File: src/rtl/booth_pkg.sv
// Shared constants, FSM state type and sign-extension helper for the radix-2 Booth multiplier.
package booth_pkg;

  localparam int BOOTH_W     = 8;
  localparam int BOOTH_STEPS = 8;
  localparam int CNT_W       = 4;

  typedef enum logic [1:0] {
    IDLE = 2'd0,
    BUSY = 2'd1,
    DONE = 2'd2
  } state_e;

  function automatic logic [BOOTH_W:0] sext9(input logic [BOOTH_W-1:0] v);
    return {v[BOOTH_W-1], v};
  endfunction

endpackage

File: src/rtl/booth_addsub9.sv
// 9-bit accumulator add/subtract of sign-extended multiplicand; subtract is invert-plus-carry-in.
module booth_addsub9
  import booth_pkg::*;
(
  input  logic [BOOTH_W:0]   acc_i,
  input  logic [BOOTH_W-1:0] m_i,
  input  logic               sub_i,
  output logic [BOOTH_W:0]   sum_o
);

  logic [BOOTH_W:0] operand;

  assign operand = sext9(m_i) ^ {(BOOTH_W+1){sub_i}};
  assign sum_o   = acc_i + operand + {{BOOTH_W{1'b0}}, sub_i};

endmodule

File: src/rtl/booth_multiplier_8x8.sv
// Sequential 8x8 signed radix-2 Booth multiplier with en-held / ready-pulse handshake.
// Optional BOOTH_MULT_TRACE_EN macro adds simulation-only step and result trace output.
module booth_multiplier_8x8
  import booth_pkg::*;
(
  input  logic                 clk,
  input  logic                 rst,
  input  logic                 en,
  input  logic [BOOTH_W-1:0]   A,
  input  logic [BOOTH_W-1:0]   B,
  output logic [2*BOOTH_W-1:0] Output,
  output logic                 ready
);

  state_e               state_q;
  logic [BOOTH_W-1:0]   m_q;
  logic [BOOTH_W-1:0]   q_q,   q_d;
  logic [BOOTH_W:0]     acc_q, acc_d;
  logic                 qm1_q, qm1_d;
  logic [CNT_W-1:0]     cnt_q;
  logic [2*BOOTH_W-1:0] out_q;
  logic                 ready_q;

  logic [BOOTH_W:0]     sum;
  logic [BOOTH_W:0]     step_acc;
  logic                 last_step;

  // {Q[0], q-1} = 10 subtracts, 01 adds; the sub select is simply Q[0].
  booth_addsub9 u_addsub (
    .acc_i (acc_q),
    .m_i   (m_q),
    .sub_i (q_q[0]),
    .sum_o (sum)
  );

  always_comb begin
    step_acc  = (q_q[0] ^ qm1_q) ? sum : acc_q;
    acc_d     = {step_acc[BOOTH_W], step_acc[BOOTH_W:1]};
    q_d       = {step_acc[0], q_q[BOOTH_W-1:1]};
    qm1_d     = q_q[0];
    last_step = (cnt_q == CNT_W'(BOOTH_STEPS - 1));
  end

  // NOTE: sequential state uses non-blocking assignments so every register samples pre-edge values.
  always_ff @(posedge clk) begin
    if (rst) begin
      state_q <= IDLE;
      m_q     <= '0;
      q_q     <= '0;
      acc_q   <= '0;
      qm1_q   <= 1'b0;
      cnt_q   <= '0;
      out_q   <= '0;
      ready_q <= 1'b0;
    end else if (!en) begin
      state_q <= IDLE;
      ready_q <= 1'b0;
    end else begin
      case (state_q)
        IDLE: begin
          m_q     <= A;
          q_q     <= B;
          acc_q   <= '0;
          qm1_q   <= 1'b0;
          cnt_q   <= '0;
          state_q <= BUSY;
        end
        BUSY: begin
          acc_q <= acc_d;
          q_q   <= q_d;
          qm1_q <= qm1_d;
          cnt_q <= cnt_q + 1'b1;
          if (last_step) begin
            out_q   <= {acc_d[BOOTH_W-1:0], q_d};
            ready_q <= 1'b1;
            state_q <= DONE;
          end
        end
        DONE:    state_q <= DONE;
        default: state_q <= IDLE;
      endcase
    end
  end

  assign Output = out_q;
  assign ready  = ready_q;

`ifdef BOOTH_MULT_TRACE_EN
  logic [BOOTH_W-1:0] b_trace_q;

  always_ff @(posedge clk) begin
    if (!rst && en && state_q == IDLE) b_trace_q <= B;
    if (!rst && en && state_q == BUSY) begin
      $display("[booth] step %0d acc=%h q=%h q-1=%b", cnt_q, acc_d, q_d, qm1_d);
      if (last_step)
        $display("[booth] done A=%h B=%h Output=%h", m_q, b_trace_q, {acc_d[BOOTH_W-1:0], q_d});
    end
  end
`else
`endif

endmodule

File: config.mk
export PLATFORM = sky130hd
export DESIGN_NAME = booth_multiplier_8x8
export DESIGN_NICKNAME = d
export VERILOG_FILES = /design/src/rtl/booth_pkg.sv /design/src/rtl/booth_addsub9.sv /design/src/rtl/booth_multiplier_8x8.sv
export SDC_FILE = /design/constraint.sdc
export NUM_CORES = 1
export LEC_CHECK = 0
export ABC_AREA = 0
export CORE_UTILIZATION = 46
export CTS_BUF_LIST = sky130_fd_sc_hd__clkbuf_8
export CTS_CLUSTER_SIZE = 8
export DETAILED_ROUTE_END_ITERATION = 16
export GPL_TIMING_DRIVEN = 0
export PLACE_DENSITY = 0.67
export SLEW_MARGIN = 30
export SYNTH_ARGS = -nofsm -noshare
export SYNTH_HDL_FRONTEND = slang
export SYNTH_SLANG_ARGS = --single-unit
File: constraint.sdc
create_clock -name clk -period 3.3 [get_ports clk]
set_input_delay 0.66 -clock clk [delete_from_list [all_inputs] [get_ports clk]]
set_output_delay 0.66 -clock clk [all_outputs]
set_load 0.05 [all_outputs]
## Word level (Yosys, flattened, before mapping)

Cells that the tools add are included.

| word-level totals | value |
|---|---|
| output and inout bits | 17 |
| ROM bits | 0 |
| latch bits | 0 |
| memories | 0 |
| bits in writable memories | 0 |
| flip-flop bits (word level) | 49 |
| input bits | 19 |

| operators by class | value |
|---|---|
| reductions and logical operators | 7 |
| multiply operators | 0 |
| equal/unequal tests | 4 |
| multiplexer cells | 7 |
| $add $sub $neg | 3 |
| bitwise logic cells | 3 |
| $lt $le $gt $ge | 0 |
| shifts and indexed selects | 0 |
| divide/modulo/power cells | 0 |

Operators with widths:

| cell | number |
|---|---|
| $pmux W9 S2 | 1 |
| $pmux W8 S2 | 1 |
| $add A9 B1 Y9 | 1 |
| $add A9 B9 Y9 | 1 |
| $mux W9 | 1 |
| $xor A9 B9 Y9 | 1 |
| $pmux W4 S2 | 1 |
| $pmux W2 S3 | 1 |
| $reduce_and A2 Y1 | 3 |
| $add A4 B1 Y4 const B | 1 |
| $eq A4 B3 Y1 const B | 1 |
| $reduce_and A3 Y1 | 1 |
| $eq A2 B1 Y1 const B | 1 |
| $eq A2 B2 Y1 const B | 1 |
| $logic_not A2 Y1 | 1 |
| $mux W2 | 1 |
| $ne A2 B2 Y1 const B | 1 |
| $pmux W1 S2 | 1 |
| $reduce_bool A2 Y1 | 1 |
| $reduce_or A2 Y1 | 1 |
| $not A1 Y1 | 1 |
| $xor A1 B1 Y1 | 1 |

## Depth between registers and ports, before layout

| depth | value |
|---|---|
| depth after elaboration | 5 |
| depth in mapped cells | 9 |
| depth with buffers taken out | 7 |

## Cells and area by module

A second synthesis with hierarchy kept.

| unflattened totals | value |
|---|---|
| cell total of the unflattened synthesis | 298 |
| area, all modules | 2533.7 µm² |

By module, submodules not included:

| module | area an instance (µm²) | cells an instance | seq. area each (µm²) | instances |
|---|---|---|---|---|
| booth_multiplier_8x8 | 2049.5 | 236 | 960.9 | 1 |
| booth_addsub9 | 484.2 | 62 | 0.0 | 1 |

## Worst setup path before layout

OpenSTA, ideal clock, no wires.

| timing path | value |
|---|---|
| path kind | reg2reg |
| start point | reg q_q[0] |
| end point | reg out_q[13], in the netlist Output[13] |
| buffers on the path | 1 |
| required time | 3.209 ns |
| slack | 1.154 ns |
| arrival | 2.055 ns |
| setup time | 0.091 ns |
| cell stages (with the launch flop) | 9 |
| path through | dfxtp_1 -> buf_4 -> xor2_1 -> fa_1 -> a21o_1 -> a221o_1 -> xnor2_1 -> nand2_1 -> a311oi_1 |

| on the way | value |
|---|---|
| longest elaborated chain between the ends | 4 |
| elaborated cells on any way between the ends | 5 |

Ends and longest elaborated chain:

| what | line | text |
|---|---|---|
| start, declared | booth_multiplier_8x8.sv:17 | `logic [BOOTH_W-1:0] q_q, q_d;` |
| start signal, assigned | booth_multiplier_8x8.sv:70 | `q_q <= q_d;` |
| $xor A9 B9 Y9 | booth_addsub9.sv:13 | `assign operand = sext9(m_i) ^ {(BOOTH_W+1){sub_i}};` |
| $add A9 B9 Y9 | booth_addsub9.sv:14 | `assign sum_o = acc_i + operand + {{BOOTH_W{1'b0}}, sub_i};` |
| $add A9 B1 Y9 | booth_addsub9.sv:14 |  |
| $mux W9 (*) | booth_multiplier_8x8.sv:37 | `step_acc = (q_q[0] ^ qm1_q) ? sum : acc_q;` |
| end signal, assigned | booth_multiplier_8x8.sv:74 | `out_q <= {acc_d[BOOTH_W-1:0], q_d};` |
| end, declared | booth_multiplier_8x8.sv:21 | `logic [2*BOOTH_W-1:0] out_q;` |

Mark *: on every way between the ends. The rest lies on a longest branch, timed or not.
A chain may end at the register's enable or synchronous reset.

## Final worst setup path

| timing path | value |
|---|---|
| start point | in en |
| end point | reg out_q[10], in the netlist Output[10] |

| on the way | value |
|---|---|
| longest elaborated chain between the ends | 1 |

Ends and longest elaborated chain:

| what | line | text |
|---|---|---|
| start, declared | booth_multiplier_8x8.sv:8 | `input logic en,` |
| $reduce_and A3 Y1 (no source line) | - |  |

No other way between the ends.

==> run metrics <==
die area ~0.0054 mm^2; Worst-Skew Late Latency roughly 0.31 ns; worst hold path class flop to flop; Arr. time, crit path about 2.6 ns; Critical Path RT between 3 and 4 ns; CORE AREA roughly 0.0048 mm^2; most used cell, CP nor2_1; GRT Total Usage 23.7%; Critical Path Max Stage Delay about 0.54 ns; IO Port Bufs 35; CP Class input pin to flop; Post-synth EDFFs 0; initial antenna violation count 0; worst-margin pin slew roughly 0.85 ns; clock sinks 48; Fmax roughly 430 MHz; cts bufs inserted 5; Tmin final roughly 2.3 ns; area post-placement between 0.002 and 0.003 mm^2; Yosys top cell area share 40.7%; reg-to-reg startpoint q_q[0]; Peak VDD IR 0.000229 V; IO Count 36; RSZ-0062 raised after global routing false; DR vias 2159; Setup crit start kind input pin; CTS tree built; Slew Limit Fails 0; max_cap viols 0; sum of buffers and inverters on the critical path 2; clock slew at the register clock pins of the worst setup and hold paths about 0.09 ns; status finished, final reports clean; most common cell after layout, fill and taps aside nand2_1; Critical path origin en; cell accounting for the most synthesized area dfxtp_1; predominant post-synthesis flop cell dfxtp_1; slew margin rel. 42.6%; most frequent cells in the layout nand2_1, dfxtp_1, clkdlybuf4s50_1; Post-Syn Area approximately 0.0024 mm^2; Via-to-Cell Ratio roughly 5.5; Pre-antenna DRT Iters 4; Hold-fix buffers, CTS 0; design area 0.00291 mm^2; Setup TNS Final 0 ns; register area share after synthesis ~41%; Final period util a little under three quarters; crit end category flop; Crit-path slowest cell clkdlybuf4s50_1; min-delay src Output[9]; Die Wd 73.7 um; CTS H-Tree Depth 2; Largest delay share family, worst path buffers and inverters; # diodes 0; drt drc 0; asr flop ratio synth 0%; Pwr per Cell Area 432 mW/mm^2; Final ANT Viol Nets 0; synthesized area per cell 8.32 um^2; final net count between 300 and 400; library cells used by synthesis 40; # resized after CTS 0; Synth Register Bits 48; post-synthesis instance total ~280; CP max FO 10; chip height roughly 74 um; initial DRC count about 130; synth top area cells dfxtp_1, nand2_1, a21oi_1; DR WL/cell between 10 and 15 um; DP Wirelength ~4300 um; global-route wire length before repair ~9700 um; final clock skew ~0.0066 ns; row count 25; Ys Warns 0; leak pwr about 1.1 nW; Final setup viols 0; gr ovfl total 0; Root Driver clkbuf_8; Net Count, Synth between 300 and 400; final wirelength between 5000 and 6000 um; final hold violations 0; Starting Density between 40% and 50%; Area growth syn-to-layout 23.1%; proportion of layout cells with a drive suffix above 1 between 5 and 6%; gpl congestion just under 0.9; largest net degree at the start of global routing 16; vias in the first global route between 1500 and 2000; CP Cell Sequence clkdlybuf4s50_1 > nand2_1 > nor2_1 > clkbuf_1 > nor2_1 > a311oi_1; largest buffer count on any clock path 2; Post-CTS Setup Bufs 0
power breakdown:
part           total, W  internal (W)  switching, W
Combinational  0.000210     0.0000850      0.000125
Sequential     0.000615      0.000599     0.0000158
Clock          0.000431      0.000224      0.000207
Total           0.00126      0.000909      0.000348
stage by stage:
| stage | utilization, % | worst slack, ns | power, W | instances | hold slack, ns |
|---|---|---|---|---|---|
| 3_5_place_dp | 58.1 | 0.663 | 0.000836 | 386 | 0.445 |
| 5_1_grt | 60.4 | 0.789 | 0.00131 | 394 | 0.479 |
| 6_report | 60.4 | 0.957 | 0.00126 | 394 | 0.455 |
| 2_1_floorplan | - | 1.15 | 0.000770 | 284 | 0.442 |
| 4_1_cts | 60.4 | 0.944 | 0.00126 | 394 | 0.459 |
| 3_3_place_gp | 58.1 | 0.693 | 0.000835 | 386 | 0.445 |
synthesized netlist by cell type (2+ instances only):
library cell and instances:
nor2_1 32, clkbuf_1 10, xor2_1 11, a311oi_1 5, dfxtp_1 48, a22oi_1 5, o22ai_1 6, xnor2_1 4
nand3b_1 3, mux2i_1 2, nand4b_1 2, nand3_1 3, nand2_1 55, and2_1 2, a211oi_1 9, o211ai_1 3
a21oi_1 32, a21o_1 4, or4_1 3, buf_2 4, a2bb2oi_1 3, ha_1 11, inv_1 3, nand4_1 2
nor3_1 2, o21ai_0 6
sequential cells by signal (all words and copies together) (netlist names):
name / cells
acc_q: 8
m_q: 8
Output: 16
qm1_q: 1
ready: 1
q_q: 8
state_q: 2
cnt_q: 4
path summary, 6_finish.rpt:
path,end,slack [ns],depth (start not counted)
setup / recovery,Output[10],0.96,6
hold / removal,Output[9],0.45,2
setup reg to reg,Output[13],0.96,8
hold reg to reg,Output[9],0.45,2
cell type report:
class	count	area [um^2]
buffer	15	65.1
clock buffer	5	68.8
clock inverter	3	42.5
fill	468	1910
inverter	4	15.0
multi-input combinational	217	1320
sequential	48	961
tap	67	83.8
timing repair buffer	35	350
per-layer routing:
metal,routed length (um),vias up,global-route usage (%),part of all wire (%)
met2,2710,57,36.8,46
met4,65,0,5.56,1.1
met3,337,8,4.94,5.7
met1,2790,1005,33.5,47
met5,0,-,0,0
li1,-,1089,-,-
worst min-delay path: stages, from the launching register on:
cell,delay (ns)
dfxtp_1,0.32
nand2_1,0.05
a21oi_1,0.05
cell families after synthesis:
logic type      count (synthesis)  share of synthesized area, %
simple gates                  109                          20.0
compound gates                 78                          22.2
flops                          48                          40.7
buf+inv                        19                          3.39
xor+xnor                       15                          5.56
fa+ha+maj                      12                          6.67
mux                             3                          1.48
Power figures use the tool's default switching activity.
